[src/rtl/trap_ctrl_pkg.sv]
// Shared trap definitions: cause codes, CSR addresses, sequencer states and
// the priority-encoder result record. TRAP_MTVAL_EN adds the mtval write state.
package trap_ctrl_pkg;

  localparam logic [3:0] CAUSE_IMISALIGN = 4'd0;
  localparam logic [3:0] CAUSE_IACCESS   = 4'd1;
  localparam logic [3:0] CAUSE_ILLEGAL   = 4'd2;
  localparam logic [3:0] CAUSE_BREAK     = 4'd3;
  localparam logic [3:0] CAUSE_ECALL_M   = 4'd11;

  localparam logic [11:0] CSR_MEPC   = 12'h341;
  localparam logic [11:0] CSR_MCAUSE = 12'h342;
  localparam logic [11:0] CSR_MTVAL  = 12'h343;

  typedef enum logic [2:0] {
    ST_IDLE     = 3'd0,
    ST_FLUSH    = 3'd1,
    ST_WR_EPC   = 3'd2,
    ST_WR_CAUSE = 3'd3,
`ifdef TRAP_MTVAL_EN
    ST_WR_TVAL  = 3'd4,
`endif
    ST_REDIRECT = 3'd5
  } state_e;

  typedef struct packed {
    logic       trap;
    logic       is_mret;
    logic [3:0] cause;
  } trap_sel_t;

endpackage

[src/rtl/trap_prio_enc.sv]
// Picks the highest-priority writeback trap; any exception masks mret.
module trap_prio_enc
  import trap_ctrl_pkg::*;
(
  input  logic      misalign_i,
  input  logic      bus_err_i,
  input  logic      ilegl_i,
  input  logic      ebreak_i,
  input  logic      ecall_i,
  input  logic      mret_i,
  output trap_sel_t sel_o
);

  always_comb begin
    sel_o      = '0;
    sel_o.trap = misalign_i | bus_err_i | ilegl_i | ebreak_i | ecall_i | mret_i;
    if (misalign_i)     sel_o.cause = CAUSE_IMISALIGN;
    else if (bus_err_i) sel_o.cause = CAUSE_IACCESS;
    else if (ilegl_i)   sel_o.cause = CAUSE_ILLEGAL;
    else if (ebreak_i)  sel_o.cause = CAUSE_BREAK;
    else if (ecall_i)   sel_o.cause = CAUSE_ECALL_M;
    else if (mret_i)    sel_o.is_mret = 1'b1;
  end

endmodule

[src/rtl/trap_ctrl.sv]
// Writeback trap sequencer: kill, flush, mepc/mcause(/mtval) CSR writes, redirect.
// Optional TRAP_MTVAL_EN inserts an mtval write after mcause.
module trap_ctrl
  import trap_ctrl_pkg::*;
#(
  parameter int PC_W         = 32,
  parameter int XLEN_W       = 32,
  parameter int FLUSH_CYCLES = 2,
  parameter int CNT_W        = 32
) (
  input  logic              clk,
  input  logic              rst_n,
  input  logic              wb_valid_i,
  input  logic [PC_W-1:0]   wb_pc_i,
  input  logic              wb_excp_misalign_i,
  input  logic              wb_excp_bus_err_i,
  input  logic              wb_excp_ilegl_instr_i,
  input  logic              wb_excp_ebreak_i,
  input  logic              wb_excp_ecall_i,
  input  logic              wb_excp_mret_i,
  input  logic [XLEN_W-1:0] mtvec_i,
  input  logic [XLEN_W-1:0] mepc_i,
  output logic              csr_wr_valid_o,
  output logic [11:0]       csr_wr_addr_o,
  output logic [XLEN_W-1:0] csr_wr_data_o,
  input  logic              csr_wr_ready_i,
  output logic              wb_kill_o,
  output logic              flush_o,
  output logic              busy_o,
  output logic              redirect_valid_o,
  output logic [PC_W-1:0]   redirect_pc_o,
  output logic [CNT_W-1:0]  trap_cnt_o
);

  state_e            state_q, state_d;
  logic [3:0]        fcnt_q, fcnt_d;
  logic [3:0]        cause_q, cause_d;
  logic              mret_q, mret_d;
  logic [PC_W-1:0]   pc_q, pc_d;
  logic [PC_W-1:0]   tgt_q, tgt_d;
  logic [CNT_W-1:0]  cnt_q, cnt_d;
  logic [XLEN_W-1:0] pc_ext;
  trap_sel_t         sel;
  logic              trap;

  trap_prio_enc u_prio (
    .misalign_i (wb_excp_misalign_i),
    .bus_err_i  (wb_excp_bus_err_i),
    .ilegl_i    (wb_excp_ilegl_instr_i),
    .ebreak_i   (wb_excp_ebreak_i),
    .ecall_i    (wb_excp_ecall_i),
    .mret_i     (wb_excp_mret_i),
    .sel_o      (sel)
  );

  assign trap       = wb_valid_i & sel.trap;
  assign busy_o     = (state_q != ST_IDLE);
  assign trap_cnt_o = cnt_q;

  always_comb begin
    pc_ext             = '0;
    pc_ext[PC_W-1:0]   = pc_q;
  end

  always_comb begin
    state_d          = state_q;
    fcnt_d           = fcnt_q;
    cause_d          = cause_q;
    mret_d           = mret_q;
    pc_d             = pc_q;
    tgt_d            = tgt_q;
    cnt_d            = cnt_q;
    wb_kill_o        = 1'b0;
    flush_o          = 1'b0;
    csr_wr_valid_o   = 1'b0;
    csr_wr_addr_o    = '0;
    csr_wr_data_o    = '0;
    redirect_valid_o = 1'b0;
    redirect_pc_o    = '0;
    case (state_q)
      ST_IDLE: if (trap) begin
        wb_kill_o = 1'b1;
        state_d   = ST_FLUSH;
        fcnt_d    = 4'(FLUSH_CYCLES - 1);
        cause_d   = sel.cause;
        mret_d    = sel.is_mret;
        pc_d      = wb_pc_i;
        tgt_d     = sel.is_mret ? mepc_i[PC_W-1:0] : {mtvec_i[PC_W-1:2], 2'b00};
        if (!sel.is_mret) cnt_d = cnt_q + CNT_W'(1);
      end
      ST_FLUSH: begin
        flush_o = 1'b1;
        if (fcnt_q == 4'd0) state_d = mret_q ? ST_REDIRECT : ST_WR_EPC;
        else                fcnt_d  = fcnt_q - 4'd1;
      end
      // CSR data comes only from latched registers, so it holds while stalled.
      ST_WR_EPC: begin
        csr_wr_valid_o = 1'b1;
        csr_wr_addr_o  = CSR_MEPC;
        csr_wr_data_o  = pc_ext;
        if (csr_wr_ready_i) state_d = ST_WR_CAUSE;
      end
      ST_WR_CAUSE: begin
        csr_wr_valid_o     = 1'b1;
        csr_wr_addr_o      = CSR_MCAUSE;
        csr_wr_data_o[3:0] = cause_q;
`ifdef TRAP_MTVAL_EN
        if (csr_wr_ready_i) state_d = ST_WR_TVAL;
`else
        if (csr_wr_ready_i) state_d = ST_REDIRECT;
`endif
      end
`ifdef TRAP_MTVAL_EN
      ST_WR_TVAL: begin
        csr_wr_valid_o = 1'b1;
        csr_wr_addr_o  = CSR_MTVAL;
        csr_wr_data_o  = (cause_q <= CAUSE_IACCESS) ? pc_ext : '0;
        if (csr_wr_ready_i) state_d = ST_REDIRECT;
      end
`endif
      ST_REDIRECT: begin
        redirect_valid_o = 1'b1;
        redirect_pc_o    = tgt_q;
        state_d          = ST_IDLE;
      end
      default: state_d = ST_IDLE;
    endcase
  end

  always_ff @(posedge clk) begin
    if (!rst_n) begin
      state_q <= ST_IDLE;
      fcnt_q  <= '0;
      cause_q <= '0;
      mret_q  <= 1'b0;
      pc_q    <= '0;
      tgt_q   <= '0;
      cnt_q   <= '0;
    end else begin
      state_q <= state_d;
      fcnt_q  <= fcnt_d;
      cause_q <= cause_d;
      mret_q  <= mret_d;
      pc_q    <= pc_d;
      tgt_q   <= tgt_d;
      cnt_q   <= cnt_d;
    end
  end

endmodule

[config.mk]
export PLATFORM = sky130hd
export DESIGN_NAME = trap_ctrl
export DESIGN_NICKNAME = d
export VERILOG_FILES = /design/src/rtl/trap_ctrl_pkg.sv /design/src/rtl/trap_prio_enc.sv /design/src/rtl/trap_ctrl.sv
export SDC_FILE = /design/constraint.sdc
export NUM_CORES = 1
export LEC_CHECK = 0
export CAP_MARGIN = 40
export CORE_UTILIZATION = 31
export CTS_CLUSTER_DIAMETER = 120
export DETAILED_ROUTE_END_ITERATION = 12
export GPL_ROUTABILITY_DRIVEN = 0
export MAX_ROUTING_LAYER = met4
export PLACE_DENSITY = 0.69
export SYNTH_ARGS = -nofsm -noshare
export SYNTH_HDL_FRONTEND = slang
export SYNTH_HIERARCHICAL = 1
export SYNTH_SLANG_ARGS = --single-unit
[constraint.sdc]
create_clock -name clk -period 3.65 [get_ports clk]
set_input_delay 0.5475 -clock clk [delete_from_list [all_inputs] [get_ports clk]]
set_output_delay 0.5475 -clock clk [all_outputs]
set_load 0.01 [all_outputs]
==> results of run 1 <==
## placed cells by master, fill, tap and decap left out, types with 10 or more instances in the layout
master           Yosys  routed
nand2_1            100     100
mux2i_1             41      41
inv_1               11      10
dfxtp_1            108     108
or4_1               14      14
clkdlybuf4s50_1      0     209
nand3_1             16      15
buf_4               11      10
nand4_1             14      14
a211oi_1            31      31
nor2_1              49      49
a21oi_1             62      62
and2_1              62      62
## metal layers
| layer | track usage | routed length [um] | up-vias |
|---|---|---|---|
| met4 | 0.0484 | 181 | 0 |
| met3 | 0.0492 | 985 | 16 |
| met1 | 0.205 | 6390 | 2307 |
| met2 | 0.285 | 6960 | 143 |
| li1 | - | - | 2591 |
| met5 | - | 0 | - |
## worst min-delay path by stage
stage,end,depth (start not counted),from,slack [ns]
after CTS,pc_ext[27],2,pc_ext[27],0.45
after global placement,tgt_q[0],2,tgt_q[0],0.44
after detailed placement,pc_ext[27],2,pc_ext[27],0.44
final,pc_ext[27],2,pc_ext[27],0.45
after floorplan,tgt_q[0],2,tgt_q[0],0.43
after global routing,pc_ext[23],2,pc_ext[23],0.47
## worst register-to-register path, stage by stage (launching register included)
cell,delay [ns]
dfxtp_1,0.47
nor3_4,0.39
inv_2,0.15
or4_1,0.81
or4_1,0.59
a21oi_1,0.15
## sequential cells by signal (all words and copies together), names as in the netlist
name / cells
tgt_q: 32
fcnt_q: 4
mret_q: 1
cause_q: 4
trap_cnt_o: 32
pc_ext: 32
state_q: 3
## final cells by class
cell class | instances | area (um^2) | share of cell area
Multi-Input combinational cell | 480 | 2820 | 0.361
Inverter | 13 | 51.3 | 0.00657
Clock inverter | 7 | 86.3 | 0.0110
Timing Repair Buffer | 220 | 2190 | 0.281
Tap cell | 220 | 275 | 0.0352
Clock buffer | 9 | 225 | 0.0288
Sequential cell | 108 | 2160 | 0.277
## cells by family after synthesis
logic type,count (synthesis),synth area share
compound gates,116,0.133
xor+xnor,8,0.0133
fa+ha+maj,3,0.00715
buf+inv,68,0.0584
flops,108,0.412
mux,41,0.0782
other cells,2,0.00143
simple gates,304,0.297
## power by group through the flow
stage / combinational [mW] / clock (mW) / sequential (mW)
3_5_place_dp: 0.810 / 0 / 1.44
4_1_cts: 0.814 / 1.04 / 1.41
5_1_grt: 0.894 / 1.10 / 1.43
6_report: 0.798 / 1.01 / 1.41
2_1_floorplan: 0.505 / 0 / 1.40
3_3_place_gp: 0.786 / 0 / 1.43
## through the flow
stage / hold WS [ns] / std cells / total power [mW]
6_report: 0.452 / 1057 / 3.22
5_1_grt: 0.471 / 1057 / 3.42
4_1_cts: 0.453 / 1057 / 3.27
3_5_place_dp: 0.442 / 1041 / 2.25
3_3_place_gp: 0.437 / 1040 / 2.22
2_1_floorplan: 0.427 / 656 / 1.91
==> results by group, run 1 <==
Logic synthesis
  • Area contributors post-synth: dfxtp_1 41%, mux2i_1 7.8%, and2_1 7.4%
  • Area leader, netlist: dfxtp_1
  • Most frequent cell after synthesis: dfxtp_1
  • Synth top area share: 0.412
  • Register bit total from synthesis: 108
  • Cell count after synthesis: 650
  • Post-synth top flop: dfxtp_1
  • EDFF count, synth: 0
  • Seq/Total Area, Yosys: 0.412
  • Average size of a mapped cell: 8.08 um^2
  • Ys Warns: 6
  • Mapped Area: 0.00525 mm^2
  • Post-synth top cells: 108 x dfxtp_1, 100 x nand2_1, 62 x a21oi_1, 62 x and2_1, 49 x nor2_1
  • Synth unique cells: 41
  • Asr flop ratio synth: 0

Cells and area
  • Layout cell share with drive strength beyond 1: 0.0490
  • Area Growth Syn to Fin: 48.8%
  • Final nets: 941
  • Design area: 0.00781 mm^2
  • Finished Core Util: 0.471
  • Fillcell total: 1681
  • N_diodes: 0

Worst setup path
  • Stages on the worst setup path: 6
  • CP Data Arrival Time: 2.68 ns
  • Crit-path leading delay family: buffers and inverters
  • Slowest stage delay, CP: 0.57 ns
  • Crit-path most repeated cell: clkdlybuf4s50_1
  • Minimum setup slack among reg-to-reg paths: 1.01 ns
  • CP Buf/Inv Count: 3
  • FF-to-FF Start: state_q[0]
  • Worst Path Required: 3.10 ns
  • Crit path kind: input pin to primary output
  • RR Endpoint: trap_cnt_o[20]
  • Worst Setup EP: wb_kill_o
  • Setup crit start: wb_excp_misalign_i
  • R2R cell count: 5
  • Crit-path max FO: 4
  • Critical path, cell by cell: clkdlybuf4s50_1 > or4_4 > or3_1 > nand3_2 > clkinv_2 > clkdlybuf4s50_1
  • Critical path capture point type: primary output
  • Crit start category: input pin
  • CP max stage cell: or4_4

Detailed routing
  • Routed Antenna Nets: 0
  • DR WL/cell: 13.7 um
  • Routed vias/inst: 4.78
  • Drc violations: 0
  • Final wirelength: 14500 um
  • 1st-pass router iterations: 4
  • Iter 0 DRT Violations: 251
  • Via Count: 5057

Die
  • Core area: 0.0166 mm^2
  • Die Span X: 132 um
  • IO Count: 219
  • Number of placement rows: 47
  • Starting Density: 0.317
  • Die height: 132 um
  • Die area: 0.0175 mm^2

Outcome
  • Status: completed

Place
  • Hpwl dp: 10300 um
  • Pre-CTS setup slack: 0.427 ns
  • PortBufs: 209
  • Placed Area: 0.00750 mm^2

Clock tree
  • Clock sinks: 108
  • CTS tree: yes
  • Hold buffers post-CTS: 0
  • Clk slew on worst S/H paths: 0.08 ns
  • H-tree lvl count: 3
  • Setup bufs post-CTS: 0
  • Clock latency on the worst-skew pair: 0.36 ns
  • Clk buf depth: 2
  • Total CTS buffers: 9
  • CTS root buf: clkbuf_16
  • CTS resizes: 0

Global routing
  • Grt total ovfl: 0
  • Initial antenna violation count: 0
  • Global-route total usage across every layer: 0.173
  • First-pass GRT wire length: 23600 um
  • Vias in the first global route: 4734
  • Largest net degree at the start of global routing: 80

Pwr
  • PwrDens: 412 mW/mm^2
  • Pleak: 2.69 nW
  • Clock share of power: 0.315
  • NetSw: 1.03 mW
  • Gate power share: 0.248
  • Max IR drop VDD: 0.246 mV
  • Sequential share of power: 0.437
  • Internal power: 2.19 mW
  • Switching Share: 0.319

Timing
  • Worst setup margin: 0.421 ns
  • # setup viols final: 0
  • Slew headroom: 0.460
  • Final Slew Violations: 0
  • Slew at the pin closest to its max-slew limit: 0.802 ns
  • Fmax: 310 MHz
  • Ratio of final minimum period to clock period: 0.885
  • Final Hold Vio Count: 0
  • Final Skew: 0.00861 ns
  • TNS Setup: 0 ns
  • RSZ-0062 raised after global routing: false
  • Tmin final: 3.23 ns

Run
  • Max_cap viols: 0

Hold path
  • HP Class: register to register
No activity file was read; power rests on OpenSTA's default activity.
==> inputs of run 2 (changes only) <==
CELL_PAD_IN_SITES_DETAIL_PLACEMENT = 0   (was not set)
CELL_PAD_IN_SITES_GLOBAL_PLACEMENT = 1   (was not set)
CTS_CLUSTER_DIAMETER = not set   (was 120)
GPL_ROUTABILITY_DRIVEN = not set   (was 0)
PLACE_DENSITY = 0.9   (was 0.69)
==> run 2 against run 1 <==
Die area unchanged; power grew 0.22%; cell count up 0.28%; wire length grew 0.94%; clock skew decreased by 0.0014 ns; via count increased by 1.2%; non-clock buffer count grew 1; first-iteration DRC count shrank 16%; core utilization about the same; sequential share of layout area hardly changed; clock power barely moved; critical path depth unchanged; largest cell class unchanged.
==> results by group, run 2 (same netlist as run 1, synthesis figures left out) <==
Timing
  • Final Slew Violations: 0
  • Worst setup margin: 0.443 ns
  • Fmax: 312 MHz
  • Slew at the pin closest to its max-slew limit: 0.846 ns
  • Tmin final: 3.21 ns
  • Slew headroom: 0.431
  • RSZ-0062 raised after global routing: false
  • TNS Setup: 0 ns
  • # setup viols final: 0
  • Final Hold Vio Count: 0
  • Ratio of final minimum period to clock period: 0.879
  • Final Skew: 0.00719 ns

Clock tree
  • Clk buf depth: 2
  • CTS root buf: clkbuf_16
  • Hold buffers post-CTS: 0
  • Clock sinks: 108
  • CTS tree: yes
  • Clock latency on the worst-skew pair: 0.35 ns
  • Clk slew on worst S/H paths: 0.07 ns
  • CTS resizes: 0
  • H-tree lvl count: 3
  • Total CTS buffers: 9
  • Setup bufs post-CTS: 0

Global routing
  • Global-route total usage across every layer: 0.180
  • Largest net degree at the start of global routing: 83
  • First-pass GRT wire length: 24600 um
  • Initial antenna violation count: 2
  • Vias in the first global route: 4953
  • Grt total ovfl: 0

Detailed routing
  • Routed vias/inst: 4.83
  • Via Count: 5116
  • DR WL/cell: 13.8 um
  • Routed Antenna Nets: 0
  • Drc violations: 0
  • 1st-pass router iterations: 4
  • Iter 0 DRT Violations: 212
  • Final wirelength: 14700 um

Worst setup path
  • CP Data Arrival Time: 2.66 ns
  • RR Endpoint: trap_cnt_o[22]
  • Worst Path Required: 3.10 ns
  • Crit start category: input pin
  • FF-to-FF Start: state_q[0]
  • Minimum setup slack among reg-to-reg paths: 1.03 ns
  • Crit path kind: input pin to primary output
  • Crit-path max FO: 4
  • R2R cell count: 5
  • Critical path capture point type: primary output

Place
  • Placed Area: 0.00751 mm^2
  • Hpwl dp: 10400 um
  • Final GP Congestion: 0.788
  • PortBufs: 209
  • DP Cell Count: 1042
  • Pre-CTS setup slack: 0.437 ns

Cells and area
  • Most frequent cells in the layout: 209 x clkdlybuf4s50_1, 108 x dfxtp_1, 100 x nand2_1
  • Area Growth Syn to Fin: 48.9%
  • Final Non-Filler Cells: 1060
  • Final nets: 942
  • Layout cell share with drive strength beyond 1: 0.0501
  • Design area: 0.00782 mm^2
  • Most common cell after layout, fill and taps aside: clkdlybuf4s50_1

Pwr
  • Sequential share of power: 0.437
  • Pleak: 2.69 nW
  • Internal power: 2.24 mW
  • NetSw: 0.989 mW
  • PwrDens: 413 mW/mm^2
  • Max IR drop VDD: 0.274 mV
  • Clock share of power: 0.315
  • Total chip power: 3.23 mW
  • Switching Share: 0.306
  • Gate power share: 0.248

Die
  • Number of placement rows: 47
  • Die area: 0.0175 mm^2
  • Core area: 0.0166 mm^2
  • Starting Density: 0.317
  • Die height: 132 um
  • IO Count: 219
  • Die Span X: 132 um

Hold path
  • WHS Path Cells: 2
  • Hold Startpoint: tgt_q[1]
  • Hold Path End: tgt_q[1]
  • HP Class: register to register

Outcome
  • Status: completed

Run
  • Max_cap viols: 0
==> run 2: metrics by stage <==
stage	util	hold WS, ns
3_3_place_gp	0.451	0.437
2_1_floorplan	-	0.427
3_5_place_dp	0.453	0.442
5_1_grt	0.471	0.466
4_1_cts	0.471	0.453
6_report	0.471	0.449
==> run 2: power by group through the flow <==
| stage | clock network (mW) | logic (mW) | registers [mW] |
|---|---|---|---|
| 6_report | 1.02 | 0.801 | 1.41 |
| 5_1_grt | 1.10 | 0.903 | 1.43 |
| 4_1_cts | 1.06 | 0.815 | 1.41 |
| 3_5_place_dp | 0 | 0.812 | 1.44 |
| 3_3_place_gp | 0 | 0.784 | 1.43 |
| 2_1_floorplan | 0 | 0.505 | 1.40 |
==> run 2: worst max path at each step <==
stage	startpoint	endpoint	slack, ns	cells past startpoint
after floorplan	wb_excp_misalign_i	wb_kill_o	1.06	6
after global placement	wb_excp_misalign_i	wb_kill_o	0.43	6
after detailed placement	wb_excp_misalign_i	wb_kill_o	0.44	6
after CTS	wb_excp_misalign_i	wb_kill_o	0.43	6
after global routing	wb_excp_misalign_i	wb_kill_o	0.35	6
final	wb_excp_misalign_i	wb_kill_o	0.44	6
==> run 2: cell type report <==
cell class / instances / area [um^2]
Clock buffer: 9 / 225
Timing Repair Buffer: 221 / 2200
Inverter: 13 / 50.0
Multi-Input combinational cell: 480 / 2820
Sequential cell: 108 / 2160
Antenna cell: 2 / 5.00
Tap cell: 220 / 275
Clock inverter: 7 / 78.8
Fill cell: 1637 / 8770
==> run 2: routing by layer <==
metal	track usage	vias up	wire, um
met2	0.296	163	7050
met5	-	-	0
met3	0.0523	9	1100
met4	0.0543	0	140
li1	-	2605	-
met1	0.212	2339	6370
==> run 2: worst max-delay path, stage by stage <==
cell             delay [ns]
clkdlybuf4s50_1        0.45
or4_4                  0.57
or3_1                  0.39
nand3_2                0.11
clkinv_2               0.06
clkdlybuf4s50_1        0.53
==> inputs of run 3 (changes only) <==
PLACE_DENSITY = 0.89   (was 0.9)
SYNTH_HIERARCHICAL = not set   (was 1)
==> run 3 against run 2 <==
Non-clock buffer count up 1; largest power group unchanged; design area rose by 1.2%; clock skew rose by 0.0021 ns.
==> results by group, run 3 <==
Pwr
  • Internal power: 2.31 mW
  • Gate power share: 0.247
  • Clock share of power: 0.322
  • Max IR drop VDD: 0.205 mV
  • Sequential share of power: 0.431
  • Pleak: 2.74 nW
  • Switching Share: 0.293
  • PwrDens: 413 mW/mm^2
  • NetSw: 0.959 mW
  • Total chip power: 3.27 mW

Clock tree
  • Hold buffers post-CTS: 0
  • CTS resizes: 0
  • Clk slew on worst S/H paths: 0.07 ns
  • Clk buf depth: 2
  • Total CTS buffers: 9
  • Clock latency on the worst-skew pair: 0.35 ns
  • Setup bufs post-CTS: 0
  • CTS root buf: clkbuf_16
  • Clock sinks: 107
  • CTS tree: yes
  • H-tree lvl count: 3

Detailed routing
  • DRT met1 WL: 7300 um
  • Iter 0 DRT Violations: 168
  • Via Count: 5180
  • Top sig layer: met4
  • Routed wire length on met2: 6770 um
  • Routed Antenna Nets: 0
  • 1st-pass router iterations: 4
  • DR WL/cell: 14.4 um
  • Met3 wire length: 1210 um
  • Routed vias/inst: 4.83
  • Drc violations: 0
  • Final wirelength: 15400 um

Logic synthesis
  • Asr flop ratio synth: 0
  • Most frequent cell after synthesis: dfxtp_1
  • Synth top area share: 0.397
  • Area leader, netlist: dfxtp_1
  • Cell count after synthesis: 671
  • Seq/Total Area, Yosys: 0.397
  • Register bit total from synthesis: 107
  • Synth unique cells: 46
  • Area contributors post-synth: dfxtp_1 40%, a21oi_1 8.1%, mux2i_1 8.0%
  • Post-synth top flop: dfxtp_1
  • Post-synth top cells: 107 x dfxtp_1, 91 x nand2_1, 87 x a21oi_1
  • Ys Warns: 0
  • EDFF count, synth: 0
  • Average size of a mapped cell: 8.04 um^2
  • Mapped Area: 0.00540 mm^2

Worst setup path
  • Setup crit start: state_q[0]
  • Stages on the worst setup path: 5
  • RR Endpoint: trap_cnt_o[18]
  • FF-to-FF Start: state_q[0]
  • Minimum setup slack among reg-to-reg paths: 1.28 ns
  • CP max stage cell: dfxtp_1
  • Crit-path leading delay family: buffers and inverters
  • Worst Path Required: 3.10 ns
  • Critical path, cell by cell: inv_1 > nor3b_2 > buf_4 > and2_1 > clkdlybuf4s50_1
  • Crit path kind: register to primary output
  • CP Data Arrival Time: 2.42 ns
  • Slowest stage delay, CP: 0.64 ns
  • Worst Setup EP: redirect_pc_o[2]
  • R2R cell count: 4
  • Critical path capture point type: primary output
  • CP Buf/Inv Count: 3
  • Crit start category: register
  • Crit-path max FO: 33

Die
  • Starting Density: 0.322
  • Die area: 0.0179 mm^2
  • Die height: 134 um
  • Die Span X: 134 um
  • IO Count: 219
  • Number of placement rows: 47
  • Core area: 0.0168 mm^2

Hold path
  • HP Class: register to register
  • WHS Path Cells: 2

Global routing
  • First-pass GRT wire length: 24600 um
  • Global-route total usage across every layer: 0.178
  • Grt total ovfl: 0
  • Initial antenna violation count: 0
  • Largest net degree at the start of global routing: 66
  • Vias in the first global route: 4819

Timing
  • WHS: 0.449 ns
  • Tmin final: 2.97 ns
  • TNS Setup: 0 ns
  • Final Hold Vio Count: 0
  • # setup viols final: 0
  • Fmax: 337 MHz
  • Final Skew: 0.00932 ns
  • Ratio of final minimum period to clock period: 0.812
  • Slew at the pin closest to its max-slew limit: 0.758 ns
  • RSZ-0062 raised after global routing: false
  • Final Slew Violations: 0
  • Slew headroom: 0.493

Cells and area
  • Most frequent cells in the layout: 208 x clkdlybuf4s50_1, 107 x dfxtp_1, 91 x nand2_1
  • N_diodes: 0
  • Most common cell after layout, fill and taps aside: clkdlybuf4s50_1
  • Finished Core Util: 0.472
  • Fillcell total: 1720
  • Area Growth Syn to Fin: 46.7%
  • Layout cell share with drive strength beyond 1: 0.0423
  • Final nets: 957

Place
  • Hpwl dp: 10400 um
  • PortBufs: 209
  • Final GP Congestion: 0.776

Outcome
  • Status: completed

Run
  • Max_cap viols: 0
## run 3: cell types whose count changed in the layout (fill, tap and decap cells not counted), sizes merged, moves of 4 or more
| cell | delta |
|---|---|
| nand2 | -9 |
| a21oi | +25 |
| inv | -5 |
| o21ai | +31 |
| nand2b | +36 |
| clkbuf | +4 |
| nand3 | -5 |
| a211oi | -30 |
| or3 | +5 |
| nand4 | -7 |
| nor2 | -30 |
## run 3: final cells by class
cell class / instances / area [um^2] / area share
clock buffers: 13 / 250 / 0.0316
multi-input cells: 496 / 2950 / 0.372
well taps: 220 / 275 / 0.0348
repair buffers: 222 / 2200 / 0.278
flip-flops and latches: 107 / 2140 / 0.271
inverters: 12 / 45.0 / 0.00569
clock inverters: 2 / 60.1 / 0.00759
## run 3: worst register-to-register path: stages (launching register included)
cell	delay (ns)
dfxtp_1	0.47
nor4b_4	0.59
o211ai_2	0.47
or4_1	0.63
a21oi_1	0.15
## run 3: how the worst min path moves through the flow
stage | end | from
6_report | tgt_q[0] | tgt_q[0]
3_3_place_gp | tgt_q[0] | tgt_q[0]
5_1_grt | pc_ext[20] | pc_ext[20]
3_5_place_dp | pc_ext[26] | pc_ext[26]
2_1_floorplan | tgt_q[0] | tgt_q[0]
4_1_cts | pc_ext[19] | pc_ext[19]
## run 3: cells by family (layout without fill, tap and decap cells)
logic type,count (synthesis),after routing,share of synthesized area
AOI/OAI and AO/OA,150,150,0.154
xor gates and xnor gates,5,5,0.00812
adders and majority gates,3,3,0.00696
buffers and inverters,74,249,0.0631
DFF,107,107,0.397
muxes,43,43,0.0798
other,1,7,0.000695
and+or+nand+nor,288,288,0.290
## run 3: through the flow
stage	setup WS (ns)	instances	instance area, um^2
after floorplan	1.21	677	5420
after global placement	0.734	1057	7600
after detailed placement	0.725	1057	7600
after CTS	0.629	1072	7920
after global routing	0.514	1072	7920
final	0.684	1072	7920
## run 3: routing by layer
| layer | global-route usage | up-vias |
|---|---|---|
| li1 | - | 2638 |
| met1 | 0.227 | 2356 |
| met2 | 0.272 | 178 |
| met3 | 0.0529 | 8 |
| met4 | 0.0455 | 0 |
| met5 | - | - |
## run 3: power groups by stage
stage	Clock [mW]	Combinational (mW)	Sequential (mW)
2_1_floorplan	0	0.511	1.40
3_3_place_gp	0	0.809	1.43
3_5_place_dp	0	0.815	1.43
4_1_cts	1.09	0.819	1.41
5_1_grt	1.13	0.896	1.43
6_report	1.05	0.807	1.41
